## src/rtl/motor_port_sequencer_if.sv

```systemverilog
// rtl/motor_port_sequencer_if.sv - signal bundle between mode mux, DSHOT controller, USB UART and motor pads
interface motor_port_sequencer_if;
  logic       i_mode_req;
  logic [1:0] i_motor_sel;
  logic       i_dshot_busy;
  logic [3:0] i_dshot_out;
  logic [3:0] i_motor_i;
  logic       i_usb_rx;
  logic       o_usb_tx;
  logic [3:0] o_motor_o;
  logic [3:0] o_motor_oe;
  logic       o_dshot_en;
  logic       o_mode_active;
  logic       o_switching;

  modport master (
    output i_mode_req, i_motor_sel, i_dshot_busy, i_dshot_out, i_motor_i, i_usb_rx,
    input  o_usb_tx, o_motor_o, o_motor_oe, o_dshot_en, o_mode_active, o_switching
  );

  modport slave (
    input  i_mode_req, i_motor_sel, i_dshot_busy, i_dshot_out, i_motor_i, i_usb_rx,
    output o_usb_tx, o_motor_o, o_motor_oe, o_dshot_en, o_mode_active, o_switching
  );
endinterface

```

## src/rtl/motor_port_sequencer.sv

```systemverilog
// rtl/motor_port_sequencer.sv - switches motor pads between DSHOT drive and half-duplex USB passthrough
module motor_port_sequencer #(
  parameter int GUARD_CYCLES = 7200,
  parameter int HOLD_CYCLES  = 6250
) (
  input logic                   i_sys_clk,
  input logic                   i_rst,
  motor_port_sequencer_if.slave bus
);
  localparam int GW = $clog2(GUARD_CYCLES) + 1;
  localparam int HW = $clog2(HOLD_CYCLES) + 1;
  localparam logic [GW-1:0] GUARD_LOAD = GW'(GUARD_CYCLES);
  localparam logic [HW-1:0] HOLD_LOAD  = HW'(HOLD_CYCLES);

  typedef enum logic [2:0] {
    ST_DSHOT, ST_DRAIN, ST_GUARD_PT, ST_PASSTHRU, ST_GUARD_DS
  } state_t;

  typedef enum logic {SUB_LISTEN, SUB_TALK} sub_t;

  state_t        state_q, state_d;
  sub_t          sub_q, sub_d;
  logic [GW-1:0] guard_q, guard_d;
  logic [HW-1:0] hold_q, hold_d;
  logic [1:0]    sel_q, sel_d;
  logic          mode_active_q, mode_active_d;
  logic [1:0]    rx_sync;
  logic [3:0]    mi_s1, mi_s2;
  logic          rx_s;
  logic          dshot_en;
  logic [3:0]    motor_o, motor_oe;
  logic          usb_tx;

  assign rx_s = rx_sync[1];

  // Two-flop synchronizers for the asynchronous USB RX and motor pad inputs; lines idle high
  always_ff @(posedge i_sys_clk or posedge i_rst) begin
    if (i_rst) begin
      rx_sync <= 2'b11;
      mi_s1   <= 4'hF;
      mi_s2   <= 4'hF;
    end else begin
      rx_sync <= {rx_sync[0], bus.i_usb_rx};
      mi_s1   <= bus.i_motor_i;
      mi_s2   <= mi_s1;
    end
  end

  // Mode state, guard/hold counters, latched passthrough motor and registered mode flag
  always_ff @(posedge i_sys_clk or posedge i_rst) begin
    if (i_rst) begin
      state_q       <= ST_GUARD_DS;
      sub_q         <= SUB_LISTEN;
      guard_q       <= GUARD_LOAD;
      hold_q        <= '0;
      sel_q         <= '0;
      mode_active_q <= 1'b1;
    end else begin
      state_q       <= state_d;
      sub_q         <= sub_d;
      guard_q       <= guard_d;
      hold_q        <= hold_d;
      sel_q         <= sel_d;
      mode_active_q <= mode_active_d;
    end
  end

  // Next-state, counter updates and pad/UART output steering per mode
  always_comb begin
    state_d  = state_q;
    sub_d    = sub_q;
    guard_d  = guard_q;
    hold_d   = hold_q;
    sel_d    = sel_q;
    dshot_en = 1'b0;
    motor_oe = 4'hF;
    motor_o  = 4'h0;
    usb_tx   = 1'b1;
    case (state_q)
      ST_DSHOT: begin
        dshot_en = 1'b1;
        motor_o  = bus.i_dshot_out;
        if (!bus.i_mode_req) state_d = ST_DRAIN;
      end
      ST_DRAIN: begin
        motor_o = bus.i_dshot_out;
        if (!bus.i_dshot_busy) begin
          state_d = ST_GUARD_PT;
          guard_d = GUARD_LOAD;
          sel_d   = bus.i_motor_sel;
        end
      end
      ST_GUARD_PT: begin
        // Selected line parked high (UART idle) while the ESC settles
        motor_o = 4'b0001 << sel_q;
        if (guard_q <= GW'(1)) begin
          guard_d = '0;
          state_d = ST_PASSTHRU;
        end else begin
          guard_d = guard_q - 1'b1;
        end
      end
      ST_PASSTHRU: begin
        if (sub_q == SUB_LISTEN) begin
          motor_oe[sel_q] = 1'b0;
          usb_tx          = mi_s2[sel_q];
          // Mode exit only from LISTEN so an in-flight host byte is never cut
          if (bus.i_mode_req) begin
            state_d = ST_GUARD_DS;
            guard_d = GUARD_LOAD;
          end else if (!rx_s) begin
            sub_d  = SUB_TALK;
            hold_d = HOLD_LOAD;
          end
        end else begin
          motor_o[sel_q] = rx_s;
          if (!rx_s) begin
            hold_d = HOLD_LOAD;
          end else if (hold_q <= HW'(1)) begin
            hold_d = '0;
            sub_d  = SUB_LISTEN;
          end else begin
            hold_d = hold_q - 1'b1;
          end
        end
      end
      ST_GUARD_DS: begin
        if (guard_q <= GW'(1)) begin
          guard_d = '0;
          state_d = ST_DSHOT;
        end else begin
          guard_d = guard_q - 1'b1;
        end
      end
      default: state_d = ST_GUARD_DS;
    endcase
    mode_active_d = (state_d == ST_DSHOT) || (state_d == ST_DRAIN) || (state_d == ST_GUARD_DS);
  end

  assign bus.o_dshot_en    = dshot_en;
  assign bus.o_motor_oe    = motor_oe;
  assign bus.o_motor_o     = motor_o;
  assign bus.o_usb_tx      = usb_tx;
  assign bus.o_mode_active = mode_active_q;
  assign bus.o_switching   = (state_q == ST_DRAIN) || (state_q == ST_GUARD_PT) ||
                             (state_q == ST_GUARD_DS);
endmodule

```

## src/flat_wrapper.sv

```systemverilog
// flat-port wrapper written by rule: the top's interface ports become plain ports
module motor_port_sequencer_flat 
#(
  parameter int GUARD_CYCLES = 7200,
  parameter int HOLD_CYCLES  = 6250
)
  (i_sys_clk, i_rst, bus_i_mode_req, bus_i_motor_sel, bus_i_dshot_busy, bus_i_dshot_out, bus_i_motor_i, bus_i_usb_rx, bus_o_usb_tx, bus_o_motor_o, bus_o_motor_oe, bus_o_dshot_en, bus_o_mode_active, bus_o_switching);
  motor_port_sequencer_if bus_i ();
  input logic i_sys_clk;
  input logic i_rst;
  input wire logic [$bits(bus_i.i_mode_req)-1:0] bus_i_mode_req;
  input wire logic [$bits(bus_i.i_motor_sel)-1:0] bus_i_motor_sel;
  input wire logic [$bits(bus_i.i_dshot_busy)-1:0] bus_i_dshot_busy;
  input wire logic [$bits(bus_i.i_dshot_out)-1:0] bus_i_dshot_out;
  input wire logic [$bits(bus_i.i_motor_i)-1:0] bus_i_motor_i;
  input wire logic [$bits(bus_i.i_usb_rx)-1:0] bus_i_usb_rx;
  output wire logic [$bits(bus_i.o_usb_tx)-1:0] bus_o_usb_tx;
  output wire logic [$bits(bus_i.o_motor_o)-1:0] bus_o_motor_o;
  output wire logic [$bits(bus_i.o_motor_oe)-1:0] bus_o_motor_oe;
  output wire logic [$bits(bus_i.o_dshot_en)-1:0] bus_o_dshot_en;
  output wire logic [$bits(bus_i.o_mode_active)-1:0] bus_o_mode_active;
  output wire logic [$bits(bus_i.o_switching)-1:0] bus_o_switching;
  assign bus_i.i_mode_req = bus_i_mode_req;
  assign bus_i.i_motor_sel = bus_i_motor_sel;
  assign bus_i.i_dshot_busy = bus_i_dshot_busy;
  assign bus_i.i_dshot_out = bus_i_dshot_out;
  assign bus_i.i_motor_i = bus_i_motor_i;
  assign bus_i.i_usb_rx = bus_i_usb_rx;
  assign bus_o_usb_tx = bus_i.o_usb_tx;
  assign bus_o_motor_o = bus_i.o_motor_o;
  assign bus_o_motor_oe = bus_i.o_motor_oe;
  assign bus_o_dshot_en = bus_i.o_dshot_en;
  assign bus_o_mode_active = bus_i.o_mode_active;
  assign bus_o_switching = bus_i.o_switching;
  motor_port_sequencer #(.GUARD_CYCLES(GUARD_CYCLES), .HOLD_CYCLES(HOLD_CYCLES)) u_core (.i_sys_clk(i_sys_clk), .i_rst(i_rst), .bus(bus_i));
endmodule
```

## config.mk

```make
export PLATFORM = sky130hd
export DESIGN_NAME = motor_port_sequencer_flat
export DESIGN_NICKNAME = d
export VERILOG_FILES = /design/src/rtl/motor_port_sequencer_if.sv /design/src/rtl/motor_port_sequencer.sv /design/src/flat_wrapper.sv
export SDC_FILE = /design/constraint.sdc
export NUM_CORES = 1
export LEC_CHECK = 0
export CAP_MARGIN = 10
export CORE_UTILIZATION = 45
export CTS_CLUSTER_SIZE = 8
export DETAILED_ROUTE_END_ITERATION = 10
export DONT_BUFFER_PORTS = 1
export HOLD_SLACK_MARGIN = 0.15
export PLACE_DENSITY = 0.62
export SLEW_MARGIN = 40
export SYNTH_ARGS = -nofsm -noshare
export SYNTH_HDL_FRONTEND = slang
export SYNTH_SLANG_ARGS = --single-unit
```

## constraint.sdc

```tcl
create_clock -name i_sys_clk -period 2.25 [get_ports i_sys_clk]
set_input_delay 0.45 -clock i_sys_clk [delete_from_list [all_inputs] [get_ports i_sys_clk]]
set_output_delay 0.45 -clock i_sys_clk [all_outputs]
set_load 0.02 [all_outputs]
```

==> results of run 1 <==
==> state kept, by name, indices dropped and copies added (netlist names), 2 cells and up <==
| register | count |
|---|---|
| u_core.rx_sync | 2 |
| u_core.state_q | 3 |
| u_core.sel_q | 2 |
| u_core.hold_q | 14 |
| u_core.mi_s1 | 4 |
| u_core.mi_s2 | 4 |
| u_core.guard_q | 14 |
==> logic make-up (layout without fill, tap and decap cells) <==
family | count (synthesis) | in the layout | synth area share (%)
muxes | 2 | 2 | 1.30
DFF | 45 | 45 | 45.8
adders and majority gates | 4 | 4 | 2.00
buffers and inverters | 22 | 35 | 4.40
xor gates and xnor gates | 9 | 9 | 3.15
and+or+nand+nor | 120 | 120 | 26.7
AOI/OAI and AO/OA | 65 | 65 | 16.6
==> cell type report <==
| cell class | count | area, um2 |
|---|---|---|
| inverter | 11 | 41.3 |
| multi-input combinational | 200 | 1250 |
| clock buffer | 7 | 86.3 |
| fill | 493 | 2490 |
| clock inverter | 1 | 7.51 |
| tap | 70 | 87.6 |
| sequential | 45 | 1150 |
| timing repair buffer | 16 | 133 |
==> final timing paths <==
path	startpoint	endpoint	cells past startpoint
hold reg to reg	u_core.mi_s1[2]	u_core.mi_s2[2]	0
min in group i_sys_clk	bus_i_motor_sel[1]	u_core.sel_q[1]	2
setup reg to reg	u_core.state_q[2]	u_core.guard_q[13]	5
max in group asynchronous	i_rst	u_core.sel_q[0]	2
hold / removal	i_rst	u_core.hold_q[6]	2
setup / recovery	u_core.sel_q[0]	bus_o_usb_tx	2
==> worst register-to-register path: stages (launching register included) <==
cell	delay (ps)
sky130_fd_sc_hd__dfstp_2	650
sky130_fd_sc_hd__xnor2_1	160
sky130_fd_sc_hd__o211ai_2	570
sky130_fd_sc_hd__nand4_1	220
sky130_fd_sc_hd__xnor2_1	190
sky130_fd_sc_hd__nor2_1	50
==> cell usage after synthesis (3+ instances only) <==
cell | number | area [um2]
sky130_fd_sc_hd__nor3_1 | 13 | 65.1
sky130_fd_sc_hd__o21ai_0 | 4 | 20.0
sky130_fd_sc_hd__a31oi_1 | 6 | 37.5
sky130_fd_sc_hd__nand3_1 | 8 | 40.0
sky130_fd_sc_hd__a22o_1 | 4 | 35.0
sky130_fd_sc_hd__nand2_1 | 27 | 101
sky130_fd_sc_hd__a21oi_1 | 21 | 105
sky130_fd_sc_hd__nand3b_1 | 3 | 22.5
sky130_fd_sc_hd__nor2b_1 | 3 | 18.8
sky130_fd_sc_hd__nor2_1 | 32 | 120
sky130_fd_sc_hd__clkbuf_1 | 3 | 11.3
sky130_fd_sc_hd__xnor2_1 | 3 | 26.3
sky130_fd_sc_hd__o22ai_1 | 3 | 18.8
sky130_fd_sc_hd__a21o_1 | 3 | 22.5
sky130_fd_sc_hd__inv_1 | 11 | 41.3
sky130_fd_sc_hd__and2_1 | 3 | 18.8
sky130_fd_sc_hd__ha_1 | 4 | 50.1
sky130_fd_sc_hd__nand2b_1 | 4 | 25.0
sky130_fd_sc_hd__dfstp_2 | 16 | 420
sky130_fd_sc_hd__dfrtp_1 | 29 | 726
sky130_fd_sc_hd__nand4_1 | 3 | 18.8
sky130_fd_sc_hd__nor4_2 | 3 | 37.5
sky130_fd_sc_hd__xor2_1 | 6 | 52.6
sky130_fd_sc_hd__o21ai_1 | 11 | 55.1
sky130_fd_sc_hd__buf_2 | 4 | 20.0
==> what timing repair did <==
item                                    in CTS  in global routing
gates resized for setup                      1                  1
endpoints found under the setup margin       1                  4
hold buffers                                 5                  0
endpoints found under the hold margin        5                  0
==> through the flow <==
| step | hold slack (ps) | area (um2) | cells |
|---|---|---|---|
| finish | 170 | 2750 | 350 |
| floorplan | 345 | 2500 | 267 |
| global placement | 346 | 2600 | 337 |
| detailed placement | 348 | 2600 | 337 |
| global route | 219 | 2750 | 350 |
| CTS | 180 | 2750 | 350 |
==> metal layers <==
layer,global-route usage [%],vias up
li1,-,979
met1,25.9,955
met2,28.9,61
met3,4.67,5
met4,6.73,0
met5,0,-
==> power groups by stage <==
| stage | clock [mW] | combinational, mW | sequential, mW |
|---|---|---|---|
| after floorplan | 0 | 0.0200 | 0.846 |
| after global placement | 0 | 0.0275 | 0.850 |
| after detailed placement | 0 | 0.0281 | 0.850 |
| after CTS | 0.538 | 0.0350 | 0.836 |
| after global routing | 0.561 | 0.0387 | 0.837 |
| final | 0.514 | 0.0334 | 0.836 |
==> load_flow_metrics.sql, run 1 <==
INSERT INTO impl_metrics (metric_group, metric, value, unit) VALUES
('placed_design', 'place_worst_setup_slack', '273', 'ps'),
('clock_network', 'clock_sinks', '45', ''),
('clock_network', 'tritoncts.num_buffers', '5', ''),
('clock_network', 'clk_pin_slew_worst_paths', '80', 'ps'),
('setup_path', 'criticalPathCategory', 'flop to primary output', ''),
('yosys', 'async_reset_ff_share', '100', '%'),
('cells_and_area', 'area.growth.synth_to_final', '10.0', '%'),
('pwr', 'switching_power', '294', 'uW'),
('setup_path', 'critical_path.top_delay_family', 'multiplexers', ''),
('timing', 'period_needed', '2200', 'ps'),
('pwr', 'worst_ir_drop_vdd', '0.000451', 'V'),
('detailed_routing', 'detail_route.wirelength', '5150', 'um'),
('clock_network', 'max-clock-path-buffers', '2', ''),
('timing', 'max_slew_margin', '55.9', '%'),
('pwr', 'power.switching_fraction', '21.2', '%'),
('timing', 'tightestPinTransition', '660', 'ps'),
('detailed_routing', 'dr.first_iter.drc_count', '120', ''),
('pwr', 'leakagePower', '1.07', 'nW'),
('timing', 'fmax', '456', 'MHz'),
('setup_path', 'arrival', '1750', 'ps'),
('timing', 'number_of_endpoints_with_negative_hold_slack_in_the_final_report', '0', ''),
('setup_path', 'worstPathCellList', 'mux4_2 -> or3_1', ''),
('clock_network', 'cts_max_level', '2', ''),
('pwr', 'pwr-share-seq', '60.4', '%'),
('grt', 'first_global_vias', '1905', ''),
('timing', 'fin_setup_tns', '0', 'ps'),
('grt', 'globalRoute.totalOverflow', '0', ''),
('grt', 'grt_first_pass_wirelength', '8800', 'um'),
('floorplan', 'placeableCoreArea', '0.00524', 'mm2'),
('clock_network', 'worst_skew_pair.late_latency', '300', 'ps'),
('floorplan', 'die_height', '76.6', 'um'),
('timing', 'finalSetupViolCount', '0', ''),
('floorplan', 'full_die_area', '0.00586', 'mm2'),
('setup_path', 'r2r_slack', '310', 'ps'),
('detailed_routing', 'post_drt_via_cell_ratio', '5.71', ''),
('placed_design', 'io_buffer_count', '0', ''),
('floorplan', 'die_wd', '76.6', 'um'),
('setup_path', 'path_buf_inv', '0', ''),
('cells_and_area', 'post-route-util', '52.5', '%'),
('status', 'outcome', 'complete, no violations', ''),
('yosys', 'synth-edff-count', '0', ''),
('timing', 'layout_worst_path_cycle_share', '97.6', '%'),
('yosys', 'synthesis.area_per_instance', '9.37', 'um2'),
('detailed_routing', 'route.layer.met1.wl', '2580', 'um'),
('detailed_routing', 'wl_met2', '2220', 'um'),
('grt', 'grt_use_total', '18.9', '%'),
('detailed_routing', 'drt_drc_violations_left', '0', ''),
('cells_and_area', 'n_antenna_cell', '0', ''),
('timing', 'fin_ws', '54.9', 'ps'),
('timing', 'setup_repair_after_global_routing_missed_its_margin', 'no', ''),
('setup_path', 'cp_slowest_stage_delay', '550', 'ps'),
('cells_and_area', 'final_net_count', '298', ''),
('yosys', 'ys.flop_type', 'sky130_fd_sc_hd__dfrtp_1', ''),
('detailed_routing', 'route.vias.total', '2000', ''),
('yosys', 'mappedNetlistArea', '0.00250', 'mm2'),
('min_path', 'hold_class', 'primary input to asynchronous set/reset pin', ''),
('yosys', 'yosysSeqAreaShare', '45.8', '%'),
('detailed_routing', 'wl_per_cell', '14.7', 'um'),
('yosys', 'syn_inst', '267', ''),
('clock_network', 'clock_tree_from_tritoncts', 'yes', ''),
('placed_design', 'routabilityCongestion', '0.824', ''),
('cells_and_area', 'final_layout_size_suffix_gt1_share', '17.5', '%'),
('timing', 'clock_skew', '9.50', 'ps'),
('clock_network', 'root_buffer', 'sky130_fd_sc_hd__clkbuf_8', ''),
('timing', 'number_of_max_slew_violations_in_the_final_report', '0', ''),
('setup_path', 'crit_required', '1800', 'ps'),
('pwr', 'power.density', '503', 'mW/mm2'),
('floorplan', 'initial_core_util', '47.8', '%'),
('yosys', 'postSynthRegisterBits', '45', ''),
('run', 'max-cap-violations', '0', ''),
('detailed_routing', 'dr_wl_met3', '278', 'um');
Note: power is estimated with default switching activity, not from simulation.
==> run 2, diff against run 1 <==
--- a/config.mk
+++ b/config.mk
@@ -6,6 +6,7 @@
 export NUM_CORES = 1
 export LEC_CHECK = 0
 export CAP_MARGIN = 10
+export CORE_ASPECT_RATIO = 1.4
 export CORE_UTILIZATION = 45
 export CTS_CLUSTER_SIZE = 8
 export DETAILED_ROUTE_END_ITERATION = 10
==> run 2 against run 1 <==
Critical endpoint is now bus_o_motor_o[3]. Critical path type unchanged. Sequential cell count did not move. Largest power group unchanged. First-iteration DRC count shrank 33%. Highest routed layer unchanged. Fmax increased by 2.4%.
==> load_flow_metrics.sql, run 2 (synthesis results as in run 1) <==
INSERT INTO impl_metrics (metric_group, metric, value, unit) VALUES
('detailed_routing', 'detail_route.first_pass.iterations', '6', ''),
('timing', 'tightestPinTransition', '651', 'ps'),
('cells_and_area', 'layout_commonest_cell', 'sky130_fd_sc_hd__nor2_1', ''),
('setup_path', 'criticalPathCategory', 'flop to primary output', ''),
('cells_and_area', 'fillers', '497', ''),
('placed_design', 'dp.cells', '335', ''),
('min_path', 'hold_class', 'primary input to flop', ''),
('detailed_routing', 'detail_route.wirelength', '5170', 'um'),
('cells_and_area', 'layoutNonFillerInstCount', '350', ''),
('cells_and_area', 'n_antenna_cell', '0', ''),
('clock_network', 'cts_max_level', '2', ''),
('run', 'max-cap-violations', '0', ''),
('timing', 'setup_repair_after_global_routing_missed_its_margin', 'no', ''),
('pwr', 'comb_power_share', '2.6', '%'),
('floorplan', 'full_die_area', '0.00586', 'mm2'),
('cells_and_area', 'reg.largest.list', 'u_core.guard_q: 14 flops, u_core.hold_q: 14 flops', ''),
('pwr', 'leakagePower', '1.10', 'nW'),
('pwr', 'power.density', '507', 'mW/mm2'),
('timing', 'whs', '252', 'ps'),
('grt', 'maximum_number_of_pins_on_one_net_before_global_route_repair', '38', ''),
('floorplan', 'die_height', '90.2', 'um'),
('cells_and_area', 'final_net_count', '302', ''),
('timing', 'clock_skew', '11.6', 'ps'),
('setup_path', 'slowest_stage', 'sky130_fd_sc_hd__dfstp_2', ''),
('floorplan', 'die_wd', '65.0', 'um'),
('setup_path', 'critPathCaptureType', 'primary output', ''),
('detailed_routing', 'dr.first_iter.drc_count', '80', ''),
('pwr', 'clock_power_share', '38.4', '%'),
('grt', 'globalRoute.totalOverflow', '0', ''),
('timing', 'number_of_endpoints_with_negative_hold_slack_in_the_final_report', '0', ''),
('clock_network', 'tritoncts.num_buffers', '5', ''),
('setup_path', 'crit_required', '1800', 'ps'),
('floorplan', 'floorplan.io_pins', '27', ''),
('cells_and_area', 'multiInputGateArea', '0.00125', 'mm2'),
('cells_and_area', 'post-route-util', '52.8', '%'),
('timing', 'max_slew_margin', '56.6', '%'),
('cells_and_area', 'final_cell_mix', '32 x sky130_fd_sc_hd__nor2_1, 27 x sky130_fd_sc_hd__nand2_1, 27 x sky130_fd_sc_hd__dfrtp_1', ''),
('setup_path', 'worstPathCellList', 'and3b_1 -> nand3_1 -> a21oi_2 -> a32o_2', ''),
('setup_path', 'critPathMaxFanout', '9', ''),
('clock_network', 'clock_sinks', '45', ''),
('setup_path', 'r2r_slack', '340', 'ps'),
('timing', 'fin_setup_tns', '0', 'ps'),
('cells_and_area', 'final_layout_size_suffix_gt1_share', '19.4', '%'),
('timing', 'fin_ws', '106', 'ps'),
('detailed_routing', 'route.vias.total', '2010', ''),
('timing', 'finalSetupViolCount', '0', ''),
('cells_and_area', 'area.growth.synth_to_final', '11.4', '%'),
('timing', 'number_of_max_slew_violations_in_the_final_report', '0', ''),
('clock_network', 'clk_pin_slew_worst_paths', '100', 'ps'),
('cells_and_area', 'layout.area.seq', '0.00115', 'mm2'),
('detailed_routing', 'wl_per_cell', '14.8', 'um'),
('setup_path', 'cp-start-kind', 'flop', ''),
('setup_path', 'critical_path.top_delay_family', 'flip-flops', ''),
('pwr', 'cellInternalPower', '1.08', 'mW'),
('setup_path', 'arrival', '1690', 'ps'),
('placed_design', 'place_worst_setup_slack', '340', 'ps'),
('detailed_routing', 'drt_drc_violations_left', '0', ''),
('grt', 'first_global_vias', '1927', ''),
('clock_network', 'max-clock-path-buffers', '2', ''),
('clock_network', 'root_buffer', 'sky130_fd_sc_hd__clkbuf_8', ''),
('clock_network', 'worst_skew_pair.late_latency', '300', 'ps'),
('grt', 'initial_antenna_violation_count', '0', ''),
('detailed_routing', 'postRouteAntennaNets', '0', ''),
('pwr', 'worst_ir_drop_vdd', '0.000392', 'V'),
('status', 'outcome', 'complete, no violations', ''),
('pwr', 'pwr-share-seq', '59.0', '%'),
('timing', 'fmax', '466', 'MHz'),
('setup_path', 'cp_slowest_stage_delay', '620', 'ps'),
('floorplan', 'placeableCoreArea', '0.00528', 'mm2'),
('setup_path', 'path_buf_inv', '0', ''),
('timing', 'layout_worst_path_cycle_share', '95.3', '%'),
('grt', 'grt_use_total', '19.4', '%'),
('floorplan', 'placement_rows', '31', ''),
('placed_design', 'io_buffer_count', '0', ''),
('placed_design', 'hpwl_after_detailed_placement', '3730', 'um'),
('detailed_routing', 'post_drt_via_cell_ratio', '5.74', ''),
('placed_design', 'routabilityCongestion', '0.828', ''),
('pwr', 'power.switching_fraction', '23.7', '%'),
('clock_network', 'clock_tree_from_tritoncts', 'yes', ''),
('floorplan', 'initial_core_util', '47.4', '%'),
('timing', 'period_needed', '2140', 'ps'),
('pwr', 'switching_power', '335', 'uW'),
('grt', 'grt_first_pass_wirelength', '8960', 'um');
==> run 2: repair_timing <==
action,4_1_cts,5_1_grt
hold buffers,5,1
endpoints found under the setup margin,1,5
pin swaps,0,0
endpoints found under the hold margin,5,23
gates resized for setup,1,3
setup buffers,0,1
==> run 2: final timing paths <==
| path | startpoint | endpoint | depth (start not counted) |
|---|---|---|---|
| max in group asynchronous | i_rst | u_core.rx_sync[0] | 3 |
| min in group asynchronous | i_rst | u_core.guard_q[9] | 2 |
| worst min register to register | u_core.mi_s1[1] | u_core.mi_s2[1] | 0 |
| worst max-delay path | u_core.state_q[2] | bus_o_motor_o[3] | 4 |
| worst max register to register | u_core.state_q[2] | u_core.guard_q[13] | 6 |
| worst min-delay path | bus_i_motor_sel[1] | u_core.sel_q[1] | 2 |
==> run 2: power groups by stage <==
stage / Sequential, mW / Clock [mW] / Combinational (mW)
after detailed placement: 0.848 / 0 / 0.0288
after CTS: 0.833 / 0.563 / 0.0359
after global placement: 0.848 / 0 / 0.0287
after floorplan: 0.846 / 0 / 0.0200
final: 0.834 / 0.542 / 0.0362
after global routing: 0.835 / 0.597 / 0.0422
==> run 2: through the flow <==
| stage | area (um2) | total power, mW |
|---|---|---|
| after global routing | 2790 | 1.47 |
| final | 2790 | 1.41 |
| after global placement | 2610 | 0.877 |
| after detailed placement | 2610 | 0.877 |
| after CTS | 2760 | 1.43 |
| after floorplan | 2500 | 0.866 |
==> run 2: cell type report <==
cell class | count | share of cell area [%]
clock buffers | 5 | 2.47
clock inverters | 3 | 1.03
inverters | 11 | 1.53
multi-input cells | 200 | 44.9
flip-flops and latches | 45 | 41.2
well taps | 66 | 2.96
repair buffers | 20 | 5.93
==> run 2: layer usage <==
layer,vias to the layer above,part of all wire (%),track usage [%]
met1,986,42,23.5
li1,988,-,-
met2,29,55,34.0
met4,0,1.6,6.88
met5,-,0,0
met3,7,2.1,3.17
==> run 3, diff against run 2 <==
--- a/config.mk
+++ b/config.mk
@@ -7,12 +7,13 @@
 export LEC_CHECK = 0
 export CAP_MARGIN = 10
 export CORE_ASPECT_RATIO = 1.4
-export CORE_UTILIZATION = 45
+export CORE_UTILIZATION = 57
 export CTS_CLUSTER_SIZE = 8
 export DETAILED_ROUTE_END_ITERATION = 10
 export DONT_BUFFER_PORTS = 1
+export GPL_ROUTABILITY_DRIVEN = 0
 export HOLD_SLACK_MARGIN = 0.15
-export PLACE_DENSITY = 0.62
+export PLACE_DENSITY = 0.74
 export SLEW_MARGIN = 40
 export SYNTH_ARGS = -nofsm -noshare
 export SYNTH_HDL_FRONTEND = slang
==> run 3 against run 2 <==
Fmax fell by 2.1%. First-iteration DRC count up 30%. Sequential share of layout area hardly changed. Worst hold slack got worse by 83 ps. Worst setup slack lost 46 ps. Clock power is 35% higher. Critical path type unchanged. Largest cell class unchanged. Power increased by 13%. Routed wire length decreased by 2.4%. Core utilization up 13 points. Register-to-register slack got worse by 60 ps. Clock-buffer cell count did not move. Non-clock buffer count shrank 1.
==> load_flow_metrics.sql, run 3 (synthesis results as in run 1) <==
INSERT INTO impl_metrics (metric_group, metric, value, unit) VALUES
('status', 'outcome', 'complete, no violations', ''),
('setup_path', 'cp_slowest_stage_delay', '630', 'ps'),
('placed_design', 'io_buffer_count', '0', ''),
('cells_and_area', 'multiInputGateArea', '0.00125', 'mm2'),
('clock_network', 'cts_max_level', '2', ''),
('clock_network', 'clock_tree_from_tritoncts', 'yes', ''),
('detailed_routing', 'wl_per_cell', '15.4', 'um'),
('cells_and_area', 'postLayoutCellArea', '0.00279', 'mm2'),
('cells_and_area', 'n_antenna_cell', '0', ''),
('floorplan', 'initial_core_util', '59.5', '%'),
('cells_and_area', 'layout.area.seq', '0.00115', 'mm2'),
('setup_path', 'critPathMaxFanout', '10', ''),
('setup_path', 'slowest_stage', 'sky130_fd_sc_hd__dfstp_2', ''),
('grt', 'grt_first_pass_wirelength', '8610', 'um'),
('setup_path', 'critPathCaptureType', 'primary output', ''),
('floorplan', 'die_wd', '58.0', 'um'),
('setup_path', 'criticalPathCategory', 'flop to primary output', ''),
('detailed_routing', 'postRouteAntennaNets', '0', ''),
('floorplan', 'die_height', '80.4', 'um'),
('cells_and_area', 'reg.largest.list', 'u_core.guard_q: 14 flops, u_core.hold_q: 14 flops', ''),
('cells_and_area', 'layout_commonest_cell', 'sky130_fd_sc_hd__nor2_1', ''),
('timing', 'layout_worst_path_cycle_share', '97.3', '%'),
('detailed_routing', 'dr.first_iter.drc_count', '104', ''),
('timing', 'max_slew_margin', '59.8', '%'),
('grt', 'grt_use_total', '24.4', '%'),
('setup_path', 'cp-start-kind', 'flop', ''),
('detailed_routing', 'detail_route.first_pass.iterations', '4', ''),
('placed_design', 'dpl-instance-area', '0.00258', 'mm2'),
('timing', 'fin_setup_tns', '0', 'ps'),
('clock_network', 'root_buffer', 'sky130_fd_sc_hd__clkbuf_8', ''),
('grt', 'maximum_number_of_pins_on_one_net_before_global_route_repair', '46', ''),
('pwr', 'power.density', '572', 'mW/mm2'),
('clock_network', 'worst_skew_pair.late_latency', '300', 'ps'),
('cells_and_area', 'layoutNonFillerInstCount', '328', ''),
('grt', 'globalRoute.totalOverflow', '0', ''),
('cells_and_area', 'area.growth.synth_to_final', '11.4', '%'),
('timing', 'period_needed', '2190', 'ps'),
('cells_and_area', 'final_layout_size_suffix_gt1_share', '18.4', '%'),
('clock_network', 'tritoncts.num_buffers', '5', ''),
('timing', 'tightestPinTransition', '601', 'ps'),
('floorplan', 'floorplan.io_pins', '27', ''),
('grt', 'first_global_vias', '1921', ''),
('floorplan', 'placeableCoreArea', '0.00420', 'mm2'),
('clock_network', 'clock_sinks', '45', ''),
('cells_and_area', 'final_net_count', '301', ''),
('run', 'max-cap-violations', '0', ''),
('grt', 'initial_antenna_violation_count', '0', ''),
('cells_and_area', 'fillers', '339', ''),
('min_path', 'hold_class', 'primary input to asynchronous set/reset pin', ''),
('detailed_routing', 'drt_drc_violations_left', '0', ''),
('timing', 'clock_skew', '7.19', 'ps'),
('detailed_routing', 'route.vias.total', '1987', ''),
('placed_design', 'dp.cells', '313', ''),
('timing', 'fmax', '457', 'MHz'),
('timing', 'number_of_max_slew_violations_in_the_final_report', '0', ''),
('cells_and_area', 'post-route-util', '66.3', '%'),
('timing', 'number_of_endpoints_with_negative_hold_slack_in_the_final_report', '0', ''),
('detailed_routing', 'post_drt_via_cell_ratio', '6.06', ''),
('detailed_routing', 'detail_route.wirelength', '5040', 'um'),
('timing', 'finalSetupViolCount', '0', ''),
('clock_network', 'clk_pin_slew_worst_paths', '80', 'ps'),
('placed_design', 'hpwl_after_detailed_placement', '3550', 'um'),
('setup_path', 'crit_required', '1800', 'ps'),
('setup_path', 'arrival', '1740', 'ps'),
('floorplan', 'full_die_area', '0.00466', 'mm2'),
('floorplan', 'placement_rows', '28', ''),
('setup_path', 'worstPathCellList', 'and3b_1 -> nand3_1 -> a21oi_2 -> a32o_1', ''),
('pwr', 'worst_ir_drop_vdd', '0.000406', 'V'),
('clock_network', 'max-clock-path-buffers', '2', ''),
('cells_and_area', 'final_cell_mix', '32 x sky130_fd_sc_hd__nor2_1, 28 x sky130_fd_sc_hd__dfrtp_1, 27 x sky130_fd_sc_hd__nand2_1', ''),
('pwr', 'leakagePower', '1.10', 'nW');
-- run 3: cell types whose count changed in the layout (fill, tap and decap cells not counted), sizes merged --
cell,before,now
bufinv,0,2
inv,13,11
dlygate4sd3,6,5
-- run 3: power by group --
| group | internal (mW) | switching (mW) | leakage [nW] |
|---|---|---|---|
| logic | 0.0127 | 0.0199 | 0.547 |
| clock network | 0.447 | 0.282 | 0.0687 |
| registers | 0.827 | 0.00657 | 0.487 |
-- run 3: cell type report --
cell class	count	share of cell area [%]
Sequential cell	45	41.2
Timing Repair Buffer	19	5.57
Clock inverter	3	2.47
Clock buffer	5	2.47
Inverter	11	1.48
Tap cell	45	2.02
Multi-Input combinational cell	200	44.8
-- run 3: critical path: cells and delay by family, from the launching register on --
kind / cells / cell delay [ps]
flip-flops: 1 / 630
AO/OA/AOI/OAI: 2 / 440
AND/OR/NAND/NOR: 2 / 380
-- run 3: what timing repair did --
| action | in CTS | in global routing |
|---|---|---|
| gates resized for setup | 1 | 1 |
| setup endpoints to repair | 4 | 4 |
| hold endpoints to repair | 5 | 0 |
| hold buffers | 5 | 0 |
| setup buffers | 0 | 2 |
-- run 3: per-stage QoR --
step                hold WS (ps)  setup WS, ps  power [mW]
floorplan                    345           419       0.866
global route                 209         -5.91        1.66
finish                       169          60.1        1.59
CTS                          178          18.2        1.61
global placement             345           366       0.874
detailed placement           347           295       0.875
-- run 3: routing by layer --
layer  vias to the layer above  routed length [um]  GRT usage, %
li1                        980                   -             -
met1                       966                2130          28.4
met2                        31                2700          43.6
met3                        10                 104          4.51
met4                         0                 116          9.52
met5                         -                   0             0
-- run 3: worst paths after layout --
check | start | to | slack, ps | cells after the start
max | u_core.state_q[2] | bus_o_motor_o[3] | 60 | 4
min in group i_sys_clk | bus_i_motor_sel[0] | u_core.sel_q[0] | 260 | 2
min reg2reg | u_core.mi_s1[0] | u_core.mi_s2[0] | 360 | 0
min | i_rst | u_core.guard_q[0] | 170 | 2
max reg2reg | u_core.state_q[2] | u_core.guard_q[4] | 280 | 5
max in group asynchronous | i_rst | u_core.state_q[1] | 1680 | 2
